$ cat src/rtl/arb_mux.sv
// N-channel arbitrated multiplexer with valid/ready handshakes, round-robin or fixed-priority
// arbitration, multi-beat grant locking and a registered output stage.
module arb_mux #(
  parameter int WIDTH     = 8,
  parameter int CHANNELS  = 4,
  parameter int CHAN_W    = 2,
  parameter int FIXED_PRI = 0
) (
  input  logic                       clk,
  input  logic                       rst,
  input  logic [CHANNELS-1:0]        in_valid,
  input  logic [CHANNELS-1:0]        in_last,
  input  logic [CHANNELS*WIDTH-1:0]  in_data,
  output logic [CHANNELS-1:0]        in_ready,
  output logic                       out_valid,
  input  logic                       out_ready,
  output logic [WIDTH-1:0]           out_data,
  output logic [CHAN_W-1:0]          out_chan,
  output logic                       out_last
);

  typedef enum logic {
    UNLOCKED = 1'b0,
    LOCKED   = 1'b1
  } lock_state_t;

  lock_state_t         state_reg;
  logic [CHAN_W-1:0]   lock_chan_reg;
  logic [CHAN_W-1:0]   ptr_reg;
  logic                out_valid_reg;
  logic [WIDTH-1:0]    out_data_reg;
  logic [CHAN_W-1:0]   out_chan_reg;
  logic                out_last_reg;

  logic [WIDTH-1:0]    chan_data [CHANNELS];
  logic [CHANNELS-1:0] rr_hi_req;
  logic [CHAN_W-1:0]   low_sel;
  logic [CHAN_W-1:0]   rr_hi_sel;
  logic [CHAN_W-1:0]   rr_sel;
  logic [CHAN_W-1:0]   sel;
  logic                any_req;
  logic                load_en;
  logic                fire;
  logic                sel_last;

  // Unpack the channel data and mark requesters at or above the round-robin pointer.
  generate
    for (genvar gi = 0; gi < CHANNELS; gi++) begin : g_chan
      assign chan_data[gi] = in_data[gi*WIDTH +: WIDTH];
      assign rr_hi_req[gi] = in_valid[gi] && (CHAN_W'(gi) >= ptr_reg);
    end
  endgenerate

  always_comb begin
    low_sel = '0;
    for (int i = CHANNELS - 1; i >= 0; i--) begin
      if (in_valid[i]) low_sel = CHAN_W'(i);
    end
  end

  always_comb begin
    rr_hi_sel = '0;
    for (int i = CHANNELS - 1; i >= 0; i--) begin
      if (rr_hi_req[i]) rr_hi_sel = CHAN_W'(i);
    end
  end

  // Nothing at or above the pointer means the search wraps to the lowest requester.
  assign rr_sel = (|rr_hi_req) ? rr_hi_sel : low_sel;

  always_comb begin
    if (state_reg == LOCKED) begin
      sel     = lock_chan_reg;
      any_req = in_valid[lock_chan_reg];
    end else begin
      sel     = (FIXED_PRI != 0) ? low_sel : rr_sel;
      any_req = |in_valid;
    end
  end

  assign load_en  = !out_valid_reg || out_ready;
  assign fire     = load_en && any_req && !rst;
  assign sel_last = in_last[sel];

  generate
    for (genvar gi = 0; gi < CHANNELS; gi++) begin : g_ready
      assign in_ready[gi] = fire && (sel == CHAN_W'(gi));
    end
  endgenerate

  always_ff @(posedge clk) begin
    if (rst) begin
      out_valid_reg <= 1'b0;
      out_data_reg  <= '0;
      out_chan_reg  <= '0;
      out_last_reg  <= 1'b0;
      state_reg     <= UNLOCKED;
      lock_chan_reg <= '0;
      ptr_reg       <= '0;
    end else begin
      if (fire) begin
        out_valid_reg <= 1'b1;
        out_data_reg  <= chan_data[sel];
        out_chan_reg  <= sel;
        out_last_reg  <= sel_last;
      end else if (out_ready) begin
        out_valid_reg <= 1'b0;
      end

      case (state_reg)
        UNLOCKED: begin
          if (fire && !sel_last) begin
            state_reg     <= LOCKED;
            lock_chan_reg <= sel;
          end
        end
        LOCKED: begin
          // A bubble on the locked channel keeps the grant; only its last beat releases it.
          if (fire && sel_last) state_reg <= UNLOCKED;
        end
        default: state_reg <= UNLOCKED;
      endcase

      if (fire && sel_last && (FIXED_PRI == 0)) begin
        ptr_reg <= (sel == CHAN_W'(CHANNELS - 1)) ? '0 : sel + 1'b1;
      end
    end
  end

  assign out_valid = out_valid_reg;
  assign out_data  = out_data_reg;
  assign out_chan  = out_chan_reg;
  assign out_last  = out_last_reg;

endmodule

$ cat config.mk
export PLATFORM = sky130hd
export DESIGN_NAME = arb_mux
export DESIGN_NICKNAME = d
export VERILOG_FILES = /design/src/rtl/arb_mux.sv
export SDC_FILE = /design/constraint.sdc
export NUM_CORES = 1
export LEC_CHECK = 0
export BUFFER_PORTS_ARGS = -buffer_cell sky130_fd_sc_hd__buf_2
export CAP_MARGIN = 20
export CORE_ASPECT_RATIO = 1.1
export CORE_MARGIN = 8
export CORE_UTILIZATION = 50
export CTS_CLUSTER_DIAMETER = 120
export DETAILED_ROUTE_END_ITERATION = 8
export PLACE_DENSITY_LB_ADDON = 0.08
export SLEW_MARGIN = 0
export SYNTH_ARGS = -nofsm -noshare
export SYNTH_HDL_FRONTEND = slang
export SYNTH_SLANG_ARGS = --single-unit
$ cat constraint.sdc
create_clock -name clk -period 4.4 [get_ports clk]
set_input_delay 0 -clock clk [delete_from_list [all_inputs] [get_ports clk]]
set_output_delay 0 -clock clk [all_outputs]
set_load 0.02 [all_outputs]
==> flow_summary.ini <==
[critical_path]
crit_chain = mux4_1 -> o21bai_2 -> a221o_2 -> mux2_4
cp_top_family = compound AO/OA/AOI/OAI gates
required_ps = 4580
slowest_delay_ps = 770
slowest_stage = o21bai_2
worstPathMaxFanout = 27
path_class = flip-flop to flip-flop
crit_arrival_ps = 2600
cp-start-kind = flip-flop
critPathCaptureType = flip-flop
critPathBufInv = 0

[global_routing]
grtUsageTotal = 0.158
grt_pass1_wl_um = 6020
antenna_found_initial = 0
grt_pass1_vias = 1335
grt_max_degree = 28
overflow = 0

[synth]
synth-edff-count = 0
yosys_warnings = 0
synth_cell_type_count = 45
ys_ff_latch = 17
syn_avg_cell_area_um2 = 8.73
ys_seq_area_frac = 0.260
syn-cell-area_mm2 = 0.00131
synthCells = 150
syn-num-nets = 197
synth_flop_cell = dfxtp_1
async_reset_ff_frac = 0

[power_and_ir_drop]
powerDensity_mw_per_mm2 = 581
p_leak_nw = 0.777
peakVddDrop_mv = 0.295
power_w = 0.000931

[timing]
layout_setup_ws_ps = 1990
fin_crit_sh = 0.549
drv_slew = 0
slew_headroom = 0.350
hold_viol_final = 0
rsz0062_at_grt = false
fin_skew_ps = 1.74
max_freq_mhz = 414
worst_pin_slew_ps = 974
whs_ps = 38.0
setup_tns_ps = 0
min_period_ps = 2410
setup_viol = 0

[job]
drv_cap = 0

[floorplanning]
start_util = 0.524
core_region_area_mm2 = 0.00250
ios = 59
die_width_um = 64.8
die_h_um = 69.7
fp-row-count = 19
dieArea_mm2 = 0.00451

[clocking]
numClockSinks = 17
cts_resized = 0
numCtsBuffers = 3
clock_insertion_delay_worst_skew_ps = 280
cts-htree-levels = 1
cts_tree = done
clkSlewWorstSetupHoldPaths_ps = 90
clk_path_buf_depth = 2
root_buffer = clkbuf_4

[routing]
viasPerCell = 5.62
first_pass_iters = 4
routedWlPerCell_um = 15.0
drc = 0
ant_nets = 0
vias = 1314
wirelength_um = 3520
drt_iter0_markers = 33

[layout]
postLayoutCellArea_mm2 = 0.00160
synthToLayoutAreaGrowth_pct = 22.6
antenna_cells = 0
layout_commonest_cell = buf_2
drive_gt1_frac = 0.384
nets = 251
mostFrequentLayoutCells = buf_2, and3_1, a211oi_1, dfxtp_1
largest_reg_flops = 8

[placement]
gp_congestion = 0.839
placed_area_mm2 = 0.00157
post-place-ws_ps = 1970
dp_hpwl_um = 2720
port-buffer-count = 58

[run_status]
outcome = finished clean

[min_path]
hp-class = input pin to flip-flop
-- cells in the mapped netlist, types with 2 or more instances --
| library cell | instances | area (um^2) |
|---|---|---|
| and3_1 | 18 | 113 |
| a211oi_1 | 17 | 128 |
| dfxtp_1 | 17 | 340 |
| nand3_1 | 10 | 50.1 |
| nor2_1 | 10 | 37.5 |
| o31ai_1 | 8 | 60.1 |
| inv_1 | 7 | 26.3 |
| a21oi_1 | 6 | 30.0 |
| nand2_1 | 5 | 18.8 |
| ha_1 | 4 | 50.1 |
| buf_6 | 3 | 33.8 |
| clkbuf_1 | 3 | 11.3 |
| a211oi_2 | 2 | 25.0 |
| and2_1 | 2 | 12.5 |
| and2b_1 | 2 | 15.0 |
| buf_2 | 2 | 10.0 |
| buf_4 | 2 | 15.0 |
| mux2i_1 | 2 | 20.0 |
| nand2b_1 | 2 | 12.5 |
| nor3_1 | 2 | 10.0 |
| o21bai_2 | 2 | 22.5 |
-- path summary, 6_finish.rpt --
kind / cells past startpoint / slack [ps] / endpoint / start
worst max-delay path: 4 / 1990 / ptr_reg[1] / lock_chan_reg[1]
worst min-delay path: 3 / 40 / out_data[5] / in_data[13]
worst max register to register: 4 / 1990 / ptr_reg[1] / lock_chan_reg[1]
worst min register to register: 2 / 480 / out_data[5] / out_data[5]
-- power by group --
part / switching [W] / leakage, nW / internal [W]
registers: 0.0000487 / 0.141 / 0.000212
logic: 0.000357 / 0.621 / 0.000232
clock network: 0.0000463 / 0.0150 / 0.0000352
-- final cells by class --
cell class	count	area [um^2]
Clock buffer	4	26.3
Fill cell	251	892
Inverter	8	30.0
Multi-Input combinational cell	115	868
Sequential cell	17	340
Tap cell	31	38.8
Timing Repair Buffer	59	300
-- timing repair --
| item | 4_1_cts | 5_1_grt |
|---|---|---|
| buffers inserted | 0 | 0 |
| hold buffers | 1 | 0 |
| hold endpoints to repair | 4 | 0 |
-- per-layer routing --
layer / routed length, um / vias up / track usage
met5: 0 / - / 0
met1: 1550 / 591 / 0.193
li1: - / 675 / -
met2: 1700 / 44 / 0.249
met3: 232 / 4 / 0.0517
met4: 33 / 0 / 0.0558
-- cell families after synthesis --
group | share of synthesized area
fa+ha+maj | 0.0382
compound gates | 0.311
simple gates | 0.268
buf+inv | 0.0765
flops | 0.260
mux | 0.0468
-- worst min-delay path: cells and delay by family --
kind | cells | cell delay [ps]
compound gates | 2 | 220
buf+inv | 1 | 80
-- stage by stage --
| stage | std cells | utilization |
|---|---|---|
| floorplan | 150 | - |
| global placement | 229 | 0.628 |
| detailed placement | 229 | 0.628 |
| CTS | 234 | 0.643 |
| global route | 234 | 0.643 |
| finish | 234 | 0.643 |
No activity file was read; power rests on OpenSTA's default activity.
